===== src/rtl/hs_burst_pkg.sv =====
// ---------------------------------------------------------------------------
// hs_burst_pkg
// Shared definitions for the hs_burst_source traffic generator:
//   - default width parameters for data, burst length and gap counter
//   - FSM state encoding hs_burst_state_e (explicitly encoded so the values
//     stay fixed for anyone decoding the state bits in waveforms)
// ---------------------------------------------------------------------------
package hs_burst_pkg;

  localparam int DATA_W_DEF = 8;
  localparam int LEN_W_DEF  = 8;
  localparam int GAP_W_DEF  = 4;

  typedef enum logic [1:0] {
    IDLE = 2'd0,
    SEND = 2'd1,
    GAP  = 2'd2,
    DONE = 2'd3
  } hs_burst_state_e;

endpackage


===== src/rtl/hs_gap_timer.sv =====
// ---------------------------------------------------------------------------
// hs_gap_timer
// Loadable down-counter that times the idle cycles between beats.
// Ports:
//   clk, rst      clock, synchronous active-high reset
//   load_i        load load_val_i into the counter this edge
//   load_val_i    value to load (number of idle cycles minus one)
//   expired_o     counter is at zero (final idle cycle)
// Loading N gives N+1 cycles before the counter is seen expired, so the
// owner loads gap-1 to get exactly gap idle cycles.
// ---------------------------------------------------------------------------
module hs_gap_timer
  import hs_burst_pkg::*;
#(
  parameter int GAP_W = GAP_W_DEF
) (
  input  logic             clk,
  input  logic             rst,
  input  logic             load_i,
  input  logic [GAP_W-1:0] load_val_i,
  output logic             expired_o
);

  logic [GAP_W-1:0] cnt_q;
  logic [GAP_W-1:0] cnt_d;

  // NOTE: every signal assigned in always_comb gets a default first, so no
  // path leaves it unassigned and no latch is inferred.
  always_comb begin
    cnt_d = cnt_q;
    if (load_i) begin
      cnt_d = load_val_i;
    end else if (cnt_q != '0) begin
      cnt_d = cnt_q - GAP_W'(1);
    end
  end

  // NOTE: sequential state uses non-blocking assignments only, so all flops
  // update together at the edge regardless of statement order.
  always_ff @(posedge clk) begin
    if (rst) cnt_q <= '0;
    else     cnt_q <= cnt_d;
  end

  assign expired_o = (cnt_q == '0);

endmodule


===== src/rtl/hs_burst_source.sv =====
// ---------------------------------------------------------------------------
// hs_burst_source
// Burst generator driving a valid/ready channel with an arithmetic sequence.
// Ports:
//   clk, rst            clock, synchronous active-high reset
//   start_i             command strobe (accepted only while idle)
//   len_i/base_i/       beats-1, first value, increment, idle cycles after
//   step_i/gap_i        each non-last beat; all sampled with start_i
//   busy_o              burst in progress (SEND or GAP)
//   done_o              one-cycle pulse after the last beat is accepted
//   valid_o/data_o/     downstream beat, registered; held stable until
//   last_o              accepted
//   ready_i             downstream ready
//   beat_cnt_o          beats accepted in the current or most recent burst
// ---------------------------------------------------------------------------
module hs_burst_source
  import hs_burst_pkg::*;
#(
  parameter int DATA_W = DATA_W_DEF,
  parameter int LEN_W  = LEN_W_DEF,
  parameter int GAP_W  = GAP_W_DEF
) (
  input  logic              clk,
  input  logic              rst,
  input  logic              start_i,
  input  logic [LEN_W-1:0]  len_i,
  input  logic [DATA_W-1:0] base_i,
  input  logic [DATA_W-1:0] step_i,
  input  logic [GAP_W-1:0]  gap_i,
  output logic              busy_o,
  output logic              done_o,
  output logic              valid_o,
  output logic [DATA_W-1:0] data_o,
  output logic              last_o,
  input  logic              ready_i,
  output logic [LEN_W:0]    beat_cnt_o
);

  hs_burst_state_e   state_q, state_d;
  logic [DATA_W-1:0] data_q, data_d;
  logic [DATA_W-1:0] step_q, step_d;
  logic [LEN_W-1:0]  len_q, len_d;
  logic [GAP_W-1:0]  gap_q, gap_d;
  logic [LEN_W:0]    beat_cnt_q, beat_cnt_d;
  logic              valid_q, valid_d;
  logic              last_q, last_d;
  logic              busy_q, busy_d;
  logic              done_q, done_d;
  logic              timer_load;
  logic              timer_expired;

  hs_gap_timer #(.GAP_W(GAP_W)) u_gap_timer (
    .clk        (clk),
    .rst        (rst),
    .load_i     (timer_load),
    .load_val_i (gap_q - GAP_W'(1)),
    .expired_o  (timer_expired)
  );

  always_comb begin
    state_d    = state_q;
    data_d     = data_q;
    step_d     = step_q;
    len_d      = len_q;
    gap_d      = gap_q;
    beat_cnt_d = beat_cnt_q;
    timer_load = 1'b0;

    unique case (state_q)
      IDLE: begin
        if (start_i) begin
          len_d      = len_i;
          step_d     = step_i;
          gap_d      = gap_i;
          data_d     = base_i;
          beat_cnt_d = '0;
          state_d    = SEND;
        end
      end
      SEND: begin
        // valid_q is always high here, so ready_i alone marks an accept.
        if (ready_i) begin
          beat_cnt_d = beat_cnt_q + (LEN_W+1)'(1);
          if (last_q) begin
            state_d = DONE;
          end else begin
            data_d = data_q + step_q;
            if (gap_q != '0) begin
              state_d    = GAP;
              timer_load = 1'b1;
            end
          end
        end
      end
      GAP: begin
        if (timer_expired) state_d = SEND;
      end
      DONE:    state_d = IDLE;
      default: state_d = IDLE;
    endcase

    // Outputs are decoded from next-state values and registered, so none of
    // them has a combinational path from ready_i or start_i.
    valid_d = (state_d == SEND);
    busy_d  = (state_d == SEND) || (state_d == GAP);
    done_d  = (state_d == DONE);
    last_d  = (state_d == SEND) && (beat_cnt_d == {1'b0, len_d});
  end

  always_ff @(posedge clk) begin
    if (rst) begin
      state_q    <= IDLE;
      data_q     <= '0;
      step_q     <= '0;
      len_q      <= '0;
      gap_q      <= '0;
      beat_cnt_q <= '0;
      valid_q    <= 1'b0;
      last_q     <= 1'b0;
      busy_q     <= 1'b0;
      done_q     <= 1'b0;
    end else begin
      state_q    <= state_d;
      data_q     <= data_d;
      step_q     <= step_d;
      len_q      <= len_d;
      gap_q      <= gap_d;
      beat_cnt_q <= beat_cnt_d;
      valid_q    <= valid_d;
      last_q     <= last_d;
      busy_q     <= busy_d;
      done_q     <= done_d;
    end
  end

  assign busy_o     = busy_q;
  assign done_o     = done_q;
  assign valid_o    = valid_q;
  assign data_o     = data_q;
  assign last_o     = last_q;
  assign beat_cnt_o = beat_cnt_q;

endmodule


===== config.mk =====
export PLATFORM = sky130hd
export DESIGN_NAME = hs_burst_source
export DESIGN_NICKNAME = d
export VERILOG_FILES = /design/src/rtl/hs_burst_pkg.sv /design/src/rtl/hs_gap_timer.sv /design/src/rtl/hs_burst_source.sv
export SDC_FILE = /design/constraint.sdc
export NUM_CORES = 1
export LEC_CHECK = 0
export BUFFER_PORTS_ARGS = -buffer_cell sky130_fd_sc_hd__buf_2
export CORE_MARGIN = 2
export CORE_UTILIZATION = 55
export CTS_CLUSTER_SIZE = 20
export DETAILED_ROUTE_END_ITERATION = 8
export PLACE_DENSITY_LB_ADDON = 0.1
export SLEW_MARGIN = 20
export SYNTH_ARGS = -nofsm -noshare
export SYNTH_HDL_FRONTEND = slang
export SYNTH_HIERARCHICAL = 1
export SYNTH_SLANG_ARGS = --single-unit
export TNS_END_PERCENT = 10

===== constraint.sdc =====
create_clock -name clk -period 2.29 [get_ports clk]
set_input_delay 0.3435 -clock clk [delete_from_list [all_inputs] [get_ports clk]]
set_output_delay 0.3435 -clock clk [all_outputs]
set_load 0.05 [all_outputs]

* Yosys cells after proc, flatten, opt, wreduce, memory -nomap -nowiden
Index checks and enable logic that the tools add are counted.
** Storage, ports and cells
- Flip-flop bits (word level) :: 47
- Input bits :: 32
- Output and inout port bits :: 21
- Word-level logic and storage cells :: 56
** Operators by class
- $add $sub $neg :: 4
- Equal/unequal tests :: 10
- Mux-type cells :: 21
- Reductions and logical operators :: 10
** Operator list (count)
- two-way mux 8 bit :: 5
- two-way mux 9 bit :: 2
- one-hot mux 9 bit (2 select lines) :: 1
- one-hot mux 8 bit (2 select lines) :: 1
- two-way mux 2 bit :: 5
- adder 9 x 1 -> 9 bit, second input constant :: 1
- equality test 9 x 8 -> 1 bit :: 1
- adder 8 bit :: 1
- equality test 2 bit, second input constant :: 4
- two-way mux 4 bit :: 2
- one-hot mux 2 bit (4 select lines) :: 1
- nonzero test 4 bit :: 2
- subtractor 4 x 1 -> 4 bit, second input constant :: 2
- != test 2 bit, second input constant :: 3
- equality test 2 x 1 -> 1 bit, second input constant :: 2
- zero test 4 bit :: 1
- two-way mux 1 bit :: 4
- AND reduction 4 bit :: 1
- nonzero test 2 bit :: 2
- zero test 2 bit :: 1
- AND reduction 2 bit :: 1
- logical AND 1 bit :: 1
- logical OR 1 bit :: 1

* Longest topological paths before layout
Gate-level depths: netlist of run 1.
- Word-level depth :: 7
- Gate-level depth with buffers :: 12
- Depth with buffers taken out :: 12

* By module
The synthesis of run 1 kept the hierarchy.
** Modules (own cells, without submodules)
- hs_burst_source :: times used 1, cells each 306, area each 2514.9 um^2, sequential area each 860.8 um^2
- hs_gap_timer :: times used 1, cells each 24, area each 229.0 um^2, sequential area each 80.1 um^2

* Least setup slack after synthesis of run 1
Ideal clock, no wire load.
- Path type :: reg-to-reg
- From :: register data_q[1], in the netlist data_o[1]
- To :: register data_q[7], in the netlist data_o[7]
- Setup time :: 0.070 ns
- Arrival :: 2.097 ns
- Data required time :: 2.220 ns
- Setup slack :: 0.123 ns
- Cell stages (with the launch flop) :: 8
- Path buffers :: 0
- Period minus slack after synthesis :: 2.167 ns
- Cells stage by stage :: dfxtp_1 -> ha_1 -> a211oi_2 -> o21bai_1 -> a2111oi_2 -> o31a_1 -> o21ai_1 -> a21oi_1
** Between the ends
- Cells in the longest elaborated chain, start to end :: 4
** Ends and longest elaborated chain
- start, declared :: line hs_burst_source.sv:40 : logic [DATA_W-1:0] data_q, data_d;
- start signal, assigned :: line hs_burst_source.sv:124 : data_q <= data_d;
- adder 8 bit :: line hs_burst_source.sv:87 : data_d = data_q + step_q;
- two-way mux 8 bit :: line hs_burst_source.sv:84 : if (last_q) begin
- two-way mux 8 bit :: line hs_burst_source.sv:82 : if (ready_i) begin
- one-hot mux 8 bit (2 select lines) :: line hs_burst_source.sv:69 : unique case (state_q)
No other way between the ends. The select of a mux whose other input is x is not followed.
A chain may end at the register's enable or synchronous reset.

* Final worst setup path of run 1
- From :: register gap_q[0]
- To :: register last_q, in the netlist last_o
** Between the ends
- Cells in the longest elaborated chain, start to end :: 7
** Ends and longest elaborated chain
- start, declared :: line hs_burst_source.sv:43 : logic [GAP_W-1:0] gap_q, gap_d;
- start signal, assigned :: line hs_burst_source.sv:127 : gap_q <= gap_d;
- nonzero test 4 bit :: line hs_burst_source.sv:88 : if (gap_q != '0) begin
- two-way mux 2 bit :: line hs_burst_source.sv:88
- two-way mux 2 bit :: line hs_burst_source.sv:84
- two-way mux 2 bit :: line hs_burst_source.sv:82
- one-hot mux 2 bit (4 select lines) :: line hs_burst_source.sv:69
- named net state_d[0] :: line hs_burst_source.sv:39 : hs_burst_state_e state_q, state_d;
- equality test 2 x 1 -> 1 bit
- named net valid_d :: line hs_burst_source.sv:45 : logic valid_q, valid_d;
- logical AND 1 bit :: line hs_burst_source.sv:107 : last_d = (state_d == SEND) && (beat_cnt_d == {1'b0, len_d});
- end signal, assigned :: line hs_burst_source.sv:130 : last_q <= last_d;
- end, declared :: line hs_burst_source.sv:46 : logic last_q, last_d;
The timed path passes the listed nets, and every way through them passes these cells.

==> results of run 1 <==
## layer usage
metal  vias up  GRT usage (%)  wire [um]
met2        59          38.64       2933
li1       1256              -          -
met3         7          5.355        304
met4         0          7.341         87
met5         -              0          0
met1      1135          28.68       2776
## registers in the layout, indices dropped and copies added (netlist names), 2 cells and up
| register | flops |
|---|---|
| u_gap_timer/cnt_q | 4 |
| beat_cnt_o | 9 |
| step_q | 8 |
| len_q | 8 |
| state_q | 2 |
| data_o | 8 |
| gap_q | 4 |
## area by class of cell
class	instances	area share (%)
clock inverters	3	2.085
well taps	67	2.587
multi-input cells	253	52.43
repair buffers	60	9.884
inverters	16	1.853
clock buffers	5	2.124
flip-flops and latches	47	29.03
## cell families after synthesis
| logic type | share of synthesized area, % |
|---|---|
| simple gates | 25.76 |
| compound gates | 17.60 |
| flops | 34.29 |
| buf+inv | 4.560 |
| xor+xnor | 7.023 |
| fa+ha+maj | 6.658 |
| mux | 4.104 |
## synthesized netlist by cell type, drive strengths merged, types with 4 or more instances
cell     n
or2      5
inv     16
nor3    12
nor2    26
nand2b   6
nand3    8
mux2i    9
o21ai   11
xnor2   14
nor3b    4
nor4     4
a211oi   5
ha      13
buf     11
nor2b    6
xor2     8
nand2   45
dfxtp   47
a21oi   36
## power groups by stage
stage | clock (mW) | sequential, mW | combinational [mW]
2_1_floorplan | 0 | 1.09 | 0.503
3_3_place_gp | 0 | 0.992 | 0.749
3_5_place_dp | 0 | 0.994 | 0.765
4_1_cts | 0.748 | 0.975 | 0.772
5_1_grt | 0.777 | 0.989 | 0.894
6_report | 0.735 | 0.977 | 0.809
## repair_timing
item,in CTS,in global routing
hold buffers,0,0
setup buffers,0,2
gates resized for setup,1,4
endpoints found under the setup margin,1,1
pin swaps,0,2
## critical path, delay by kind of cell, from the launching register on
kind                     cells  cell delay, ns
buffers and inverters        1            0.08
flip-flops                   1            0.35
adder cells (fa/ha/maj)      2            0.40
AND/OR/NAND/NOR              7            0.83
AO/OA/AOI/OAI                2            0.34
## worst max-delay path by stage
stage / start / to / slack, ns / depth (start not counted)
floorplan: data_o[1] / data_o[7] / 0.12 / 7
global placement: gap_q[0] / last_o / 0.18 / 12
detailed placement: gap_q[0] / last_o / 0.02 / 12
CTS: u_gap_timer/cnt_q[0] / last_o / 0.11 / 10
global route: gap_q[0] / last_o / -0.05 / 12
finish: gap_q[0] / last_o / 0.18 / 12
## stage by stage
step                util (%)  setup TNS (ns)  power [mW]  cells
finish                 68.16               0       2.521    451
global route           68.16        -0.05029       2.659    451
CTS                    67.50               0       2.495    449
detailed placement     64.53               0       1.759    441
global placement       64.53               0       1.742    441
floorplan                  -               0       1.589    330
==> run_results.csv, run 1 <==
group,metric,value,unit
synth,synth_seq_cells,47,
die,start_util,57.71,%
setup_path,crit_slowest_cell,"dfxtp_1",
global_routing,grt_antenna_before_repair,0,
synth,synth_top_cell_area_share,34.29,%
pwr,p_seq_share,38.7,%
sta,setup_viol,0,
clocking,clk_pin_slew_worst_paths,0.09,ns
worst_hold_path,hold_class,"input port to flip-flop",
cells_and_area,regArea,940.9,um^2
setup_path,r2r_cells,12,
setup_path,worstSetupStartpointType,"flip-flop",
synth,yosys-top-cells-area,"dfxtp_1, a21oi_1, nand2_1",
clocking,cts_max_path_buffers,2,
global_routing,grt_max_degree,39,
global_routing,grt_pass1_wl,9763,um
pwr,p_sw_share,33.05,%
cells_and_area,fillerInstances,417,
placed_design,place_area,0.003068,mm^2
routing,first_iter_violations,76,
worst_hold_path,whs_path_depth,3,
synth,yosysUniqueCellTypes,59,
global_routing,grt_pass1_vias,2201,
pwr,power.density,778.0,mW/mm^2
clocking,cts_max_level,2,
routing,wl_per_cell,13.53,um
routing,drt-total-wl,6102,um
synth,synthArstFlopShare,0,%
sta,hold_viol,0,
synth,synth_edf_count,0,
routing,via_per_inst,5.448,
cells_and_area,antenna_cells,0,
pwr,combPwrFrac,32.1,%
sta,final.setup_skew,0.006779,ns
sta,fin_crit,2.112,ns
synth,synthCells,330,
cells_and_area,final_cell_mix,"buf_2, dfxtp_1, nand2_1, a21oi_1, nor2_1",
sta,worst_slack,0.1778,ns
die,die_w,74.63,um
cells_and_area,nets,429,
synth,synth_area,0.002744,mm^2
placed_design,place_congestion,0.8077,
die,rows,25,
synth,synth_largest_area_cell,"dfxtp_1",
placed_design,port_buffers,52,
die,coreArea,0.004755,mm^2
clocking,clk_latency,0.31,ns
global_routing,track_usage,22.76,%
pwr,clkPwrFrac,29.2,%
worst_hold_path,hp-start,"step_i[0]",
setup_path,max_stage_delay,0.35,ns
pwr,leakage,1.422,nW
cells_and_area,multiInputGateArea,0.001699,mm^2
pwr,ir_drop,0.4407,mV
synth,syn_area_per_cell,8.315,um^2
synth,synthFlopType,"dfxtp_1",
clocking,cts-root-buf,"clkbuf_8",
cells_and_area,mostFrequentLayoutCell,"buf_2",
cells_and_area,stdcell_area,0.003241,mm^2
sta,slew_viol_final,0,
die,ios,53,
setup_path,ff2ff_setup_slack,0.18,ns
die,die_h,74.63,um
placed_design,dp_slack,0.02321,ns
pwr,p_int,1.688,mW
routing,drc,0,
setup_path,crit_chain,"inv_1, ha_1, nor3b_4, nor2_1, nand2_1, a21boi_0, o21ai_2, ha_1, nor2b_2, and3_1, nand4_1, nor4_2",
global_routing,grt_overflow,0,
routing,postRouteAntennaNets,0,
setup_path,crit_fanout,3,
placed_design,hpwl,4399,um
setup_path,r2r-start,"gap_q[0]",
clocking,cts_tree,"yes",
synth,ys_seq_area_share,34.29,%
sta,worst_hold_slack,0.2622,ns
setup_path,critPathCaptureType,"flip-flop",
run_status,status,"finished clean",
sta,worst_slew_pin_slew,0.7073,ns
cells_and_area,syn_to_final_growth,18.10,%
setup_path,required,2.49,ns
synth,synth_nets,376,
routing,dr.pass1.iters,4,
sta,fin_crit_sh,92.24,%
setup_path,crit_arrival,2.31,ns
clocking,numCtsBuffers,5,
worst_hold_path,min_to,"step_q[0]",
pwr,p_sw,0.8333,mW
run,cap_viol_max_count,0,
die,dieArea,0.005570,mm^2
setup_path,worstSetupPathType,"flip-flop to flip-flop",
sta,slew_headroom,52.85,%
sta,max_freq,473.4,MHz
cells_and_area,layout-drive-gt1-share,23.96,%
clocking,clock-sinks,47,
synth,ys_warn_count,6,
routing,routed-via-count,2457,
setup_path,reg2reg_to,"last_o",
setup_path,cpMostUsedCell,"ha_1",
Note: power is estimated with default switching activity, not from simulation.
==> run 2, diff against run 1 <==
Clock period 2.29 ns to 2.2 ns, I/O delays scaled along.
==> run_results.csv, run 2 (same netlist as run 1, synthesis figures left out) <==
group,metric,value,unit
run_status,status,"finished clean",
cells_and_area,stdcell_area,0.003249,mm^2
global_routing,grt_max_degree,21,
sta,final.setup_skew,0.01086,ns
global_routing,grt_pass1_vias,2266,
routing,drc,0,
sta,rsz0062_at_grt,"false",
cells_and_area,regArea,943.4,um^2
pwr,power.density,742.0,mW/mm^2
setup_path,worstSetupStartpointType,"flip-flop",
clocking,cts_tree,"yes",
placed_design,port_buffers,52,
cells_and_area,fillerInstances,417,
clocking,clk_latency,0.31,ns
sta,fin_crit_sh,91.43,%
clocking,cts_max_level,2,
routing,dr.pass1.iters,4,
global_routing,track_usage,23.50,%
clocking,cts-root-buf,"clkbuf_8",
sta,fin_crit,2.011,ns
die,coreArea,0.004755,mm^2
routing,via_per_inst,5.346,
cells_and_area,mostFrequentLayoutCell,"buf_2",
setup_path,r2r_cells,7,
pwr,leakage,1.442,nW
global_routing,grt_antenna_before_repair,0,
clocking,clk_pin_slew_worst_paths,0.09,ns
sta,slew_viol_final,0,
clocking,numCtsBuffers,5,
setup_path,crit_fanout,4,
cells_and_area,final_cell_mix,"buf_2, nand2_1, dfxtp_1, a21oi_1, nor2_1",
clocking,cts_max_path_buffers,2,
cells_and_area,multiInputGateArea,0.001698,mm^2
setup_path,critPathCaptureType,"flip-flop",
routing,postRouteAntennaNets,0,
cells_and_area,largest_reg_flops,9,
worst_hold_path,whs_path_depth,3,
die,start_util,57.71,%
setup_path,crit_arrival,2.26,ns
sta,setup_viol,0,
global_routing,grt_overflow,0,
setup_path,required,2.45,ns
routing,wl_per_cell,13.22,um
run,cap_viol_max_count,0,
placed_design,hpwl,4546,um
sta,worst_slew_pin_slew,0.5903,ns
placed_design,place_congestion,0.8040,
sta,hold_viol,0,
die,die_w,74.63,um
global_routing,grt_pass1_wl,10080,um
die,ios,53,
setup_path,setup.worst_path.start,"data_o[1]",
routing,drt-total-wl,6069,um
worst_hold_path,hp-start,"step_i[5]",
die,rows,25,
setup_path,ff2ff_setup_slack,0.19,ns
sta,max_freq,497.2,MHz
routing,routed-via-count,2454,
sta,slew_headroom,60.34,%
cells_and_area,antenna_cells,0,
setup_path,r2r-start,"data_o[1]",
pwr,ir_drop,0.4674,mV
clocking,clock-sinks,47,
setup_path,worstSetupPathType,"flip-flop to flip-flop",
cells_and_area,layout-drive-gt1-share,25.77,%
sta,fin_setup_tns,0,ns
cells_and_area,syn_to_final_growth,18.42,%
worst_hold_path,hold_class,"input port to flip-flop",
die,dieArea,0.005570,mm^2
cells_and_area,nets,437,
routing,first_iter_violations,91,
placed_design,place_area,0.003113,mm^2
die,die_h,74.63,um
run 2: cell types whose count changed in the layout (fill, tap and decap cells not counted), sizes merged:
cell / delta
buf: +8
clkinvlp: -1
bufinv: -2
clkinv: +3
run 2: metrics by stage:
stage	instances	hold WS [ns]	power (mW)	setup slack [ns]	util, %
finish	459	0.2528	2.411	0.1886	68.34
global route	459	0.2480	2.563	0.02099	68.34
CTS	455	0.2456	2.366	0.008780	67.24
detailed placement	447	0.4527	1.849	0.04538	65.47
global placement	447	0.4481	1.830	0.1962	65.47
floorplan	330	0.4016	1.654	0.03312	-
run 2: routing by layer:
layer	global-route usage (%)	share of wire, %
met3	5.087	4.4
met4	7.540	1.1
met5	0	0
met2	40.41	48
met1	29.48	47
run 2: power breakdown:
part           leakage (nW)  total (mW)  switching, mW  internal [mW]
logic                  1.01       0.867          0.472          0.395
clock network        0.0477       0.519          0.301          0.218
registers             0.387        1.02         0.0810          0.944
run 2: worst max-delay path, cell delays in order, from the launching register on:
cell       delay, ns
dfxtp_1         0.34
ha_1            0.32
a211oi_2        0.29
o21bai_1        0.20
a2111oi_4       0.42
o31a_1          0.19
o21ai_1         0.06
a21oi_1         0.13
run 2: layout make-up:
| class | count | share of cell area [%] |
|---|---|---|
| Timing Repair Buffer | 68 | 11.71 |
| Sequential cell | 47 | 29.03 |
| Tap cell | 67 | 2.580 |
| Multi-Input combinational cell | 253 | 52.25 |
| Inverter | 16 | 1.848 |
| Clock buffer | 5 | 2.118 |
| Clock inverter | 3 | 0.4621 |
run 2: final timing paths:
path                     to
setup / recovery  data_o[7]
hold / removal    step_q[5]
setup reg to reg  data_o[7]
hold reg to reg   step_q[0]
run 2: what timing repair did:
item	CTS	global route
endpoints found under the hold margin	0	0
resized for setup	0	6
hold buffers	0	0
endpoints found under the setup margin	0	2
setup buffers	0	4
==> run 3, diff against run 2 <==
Settings changed: CORE_UTILIZATION 55 to 60, PLACE_DENSITY_LB_ADDON 0.1 to 0.15.
Clock period 2.2 ns to 2.4 ns, I/O delays scaled along.
==> run_results.csv, run 3 (same netlist as run 1, synthesis figures left out) <==
group,metric,value,unit
global_routing,grt_pass1_vias,2197,
sta,rsz0062_at_grt,"false",
setup_path,ff2ff_setup_slack,0.24,ns
routing,drt-total-wl,5916,um
run_status,status,"finished clean",
cells_and_area,mostFrequentLayoutCell,"buf_2",
pwr,combPwrFrac,34.4,%
cells_and_area,multiInputGateArea,0.001683,mm^2
setup_path,worstSetupPathType,"flip-flop to flip-flop",
routing,postRouteAntennaNets,0,
cells_and_area,regArea,940.9,um^2
cells_and_area,largest_reg_flops,9,
setup_path,max_stage_delay,0.32,ns
cells_and_area,antenna_cells,0,
placed_design,port_buffers,52,
sta,slew_viol_final,0,
pwr,leakage,1.389,nW
setup_path,reg2reg_to,"last_o",
die,ios,53,
setup_path,required,2.62,ns
setup_path,crit_chain,"inv_1, ha_1, nor3b_4, nor2_1, a21oi_1, ha_1, nor2b_1, and3_1, nand4_1, nor4_2",
routing,first_iter_violations,87,
die,die_w,71.63,um
cells_and_area,nets,428,
die,die_h,71.63,um
clocking,cts_tree,"yes",
setup_path,r2r-start,"u_gap_timer/cnt_q[0]",
die,dieArea,0.005130,mm^2
routing,dr.pass1.iters,4,
routing,routed-via-count,2411,
clocking,clk_latency,0.30,ns
placed_design,place_congestion,0.8270,
clocking,cts-hold-fix-buffers,0,
clocking,cts-root-buf,"clkbuf_8",
setup_path,r2r_cells,10,
pwr,p_seq_share,44.1,%
sta,setup_viol,0,
sta,max_freq,462.0,MHz
global_routing,grt_overflow,0,
worst_hold_path,hold_class,"input port to flip-flop",
global_routing,grt_max_degree,21,
worst_hold_path,min_to,"step_q[0]",
setup_path,crit_slowest_cell,"dfxtp_1",
setup_path,crit_fanout,5,
pwr,p_int,1.378,mW
routing,drc,0,
cells_and_area,fillerInstances,353,
sta,final.setup_skew,0.007942,ns
pwr,power.density,677.6,mW/mm^2
die,rows,24,
placed_design,hpwl,4532,um
clocking,clk_pin_slew_worst_paths,0.09,ns
global_routing,track_usage,24.41,%
sta,fin_setup_tns,0,ns
setup_path,critPathCaptureType,"flip-flop",
setup_path,crit_arrival,2.39,ns
global_routing,grt_antenna_before_repair,0,
sta,worst_slew_pin_slew,0.5323,ns
routing,wl_per_cell,13.60,um
sta,hold_viol,0,
pwr,clkPwrFrac,21.5,%
die,coreArea,0.004384,mm^2
pwr,p_sw,0.7512,mW
clocking,numCtsBuffers,5,
setup_path,cpMostUsedCell,"ha_1",
pwr,ir_drop,0.3492,mV
sta,fin_crit,2.165,ns
worst_hold_path,hp-start,"step_i[0]",
clocking,clock-sinks,47,
die,start_util,62.59,%
global_routing,grt_pass1_wl,10040,um
sta,slew_headroom,64.24,%
cells_and_area,final_cell_mix,"buf_2, dfxtp_1, nand2_1, a21oi_1, nor2_1",
clocking,cts_max_path_buffers,2,
clocking,cts_max_level,2,
cells_and_area,post-route-util,71.69,%
pwr,p_sw_share,35.28,%
cells_and_area,syn_to_final_growth,14.55,%
setup_path,worstSetupStartpointType,"flip-flop",
worst_hold_path,whs_path_depth,3,
routing,via_per_inst,5.543,
sta,fin_crit_sh,90.20,%
cells_and_area,layout-drive-gt1-share,22.45,%
run,cap_viol_max_count,0,
run 3: cell count changes in the layout (fill, tap and decap cells not counted), moves of 2 or more:
cell	change
clkbuf_1	+2
clkinv_2	-2
buf_4	-9
dfxtp_1	+2
dfxtp_2	-2
run 3: worst max-delay path by stage:
stage,from,to,slack (ns),depth (start not counted)
global placement,gap_q[0],last_o,0.28,12
global route,u_gap_timer/cnt_q[0],last_o,0.02,10
finish,u_gap_timer/cnt_q[0],last_o,0.24,10
CTS,gap_q[0],last_o,0.18,12
floorplan,data_o[1],data_o[7],0.23,7
detailed placement,gap_q[0],last_o,0.18,12
run 3: timing repair:
item,4_1_cts,5_1_grt
setup buffers,0,0
resized for setup,0,1
endpoints found under the setup margin,0,1
run 3: power groups by stage:
stage          logic [mW]  registers, mW  clock network (mW)
6_report            0.732          0.939               0.459
5_1_grt             0.810          0.951               0.504
2_1_floorplan       0.480           1.04                   0
3_5_place_dp        0.728          0.957                   0
3_3_place_gp        0.704          0.954                   0
4_1_cts             0.733          0.938               0.477
run 3: layout make-up:
class                           instances  share of cell area [%]
Timing Repair Buffer                   59                   9.952
Tap cell                               52                   2.070
Sequential cell                        47                   29.94
Multi-Input combinational cell        253                   53.54
Inverter                               16                   1.911
Clock inverter                          1                  0.1592
Clock buffer                            7                   2.428
run 3: worst max-delay path, delay by kind of cell, from the launching register on:
kind | cells | cell delay (ns)
AOI/OAI and AO/OA | 1 | 0.26
adders and majority gates | 2 | 0.37
buffers and inverters | 1 | 0.09
DFF | 1 | 0.32
and+or+nand+nor | 6 | 1.05
run 3: metrics by stage:
| step | cells | setup WS [ns] | area [um^2] | power (mW) | hold slack, ns |
|---|---|---|---|---|---|
| 3_5_place_dp | 427 | 0.1844 | 3057 | 1.684 | 0.4531 |
| 6_report | 435 | 0.2353 | 3143 | 2.130 | 0.2932 |
| 3_3_place_gp | 427 | 0.2771 | 3057 | 1.657 | 0.4480 |
| 4_1_cts | 435 | 0.1793 | 3138 | 2.149 | 0.2829 |
| 5_1_grt | 435 | 0.01563 | 3143 | 2.265 | 0.2934 |
| 2_1_floorplan | 330 | 0.2331 | 2744 | 1.516 | 0.4316 |
run 3: metal layers:
| layer | global-route usage, % | part of all wire [%] |
|---|---|---|
| met5 | 0 | 0 |
| met4 | 6.289 | 0.79 |
| met3 | 6.048 | 4.9 |
| met2 | 39.09 | 48 |
| met1 | 33.13 | 46 |
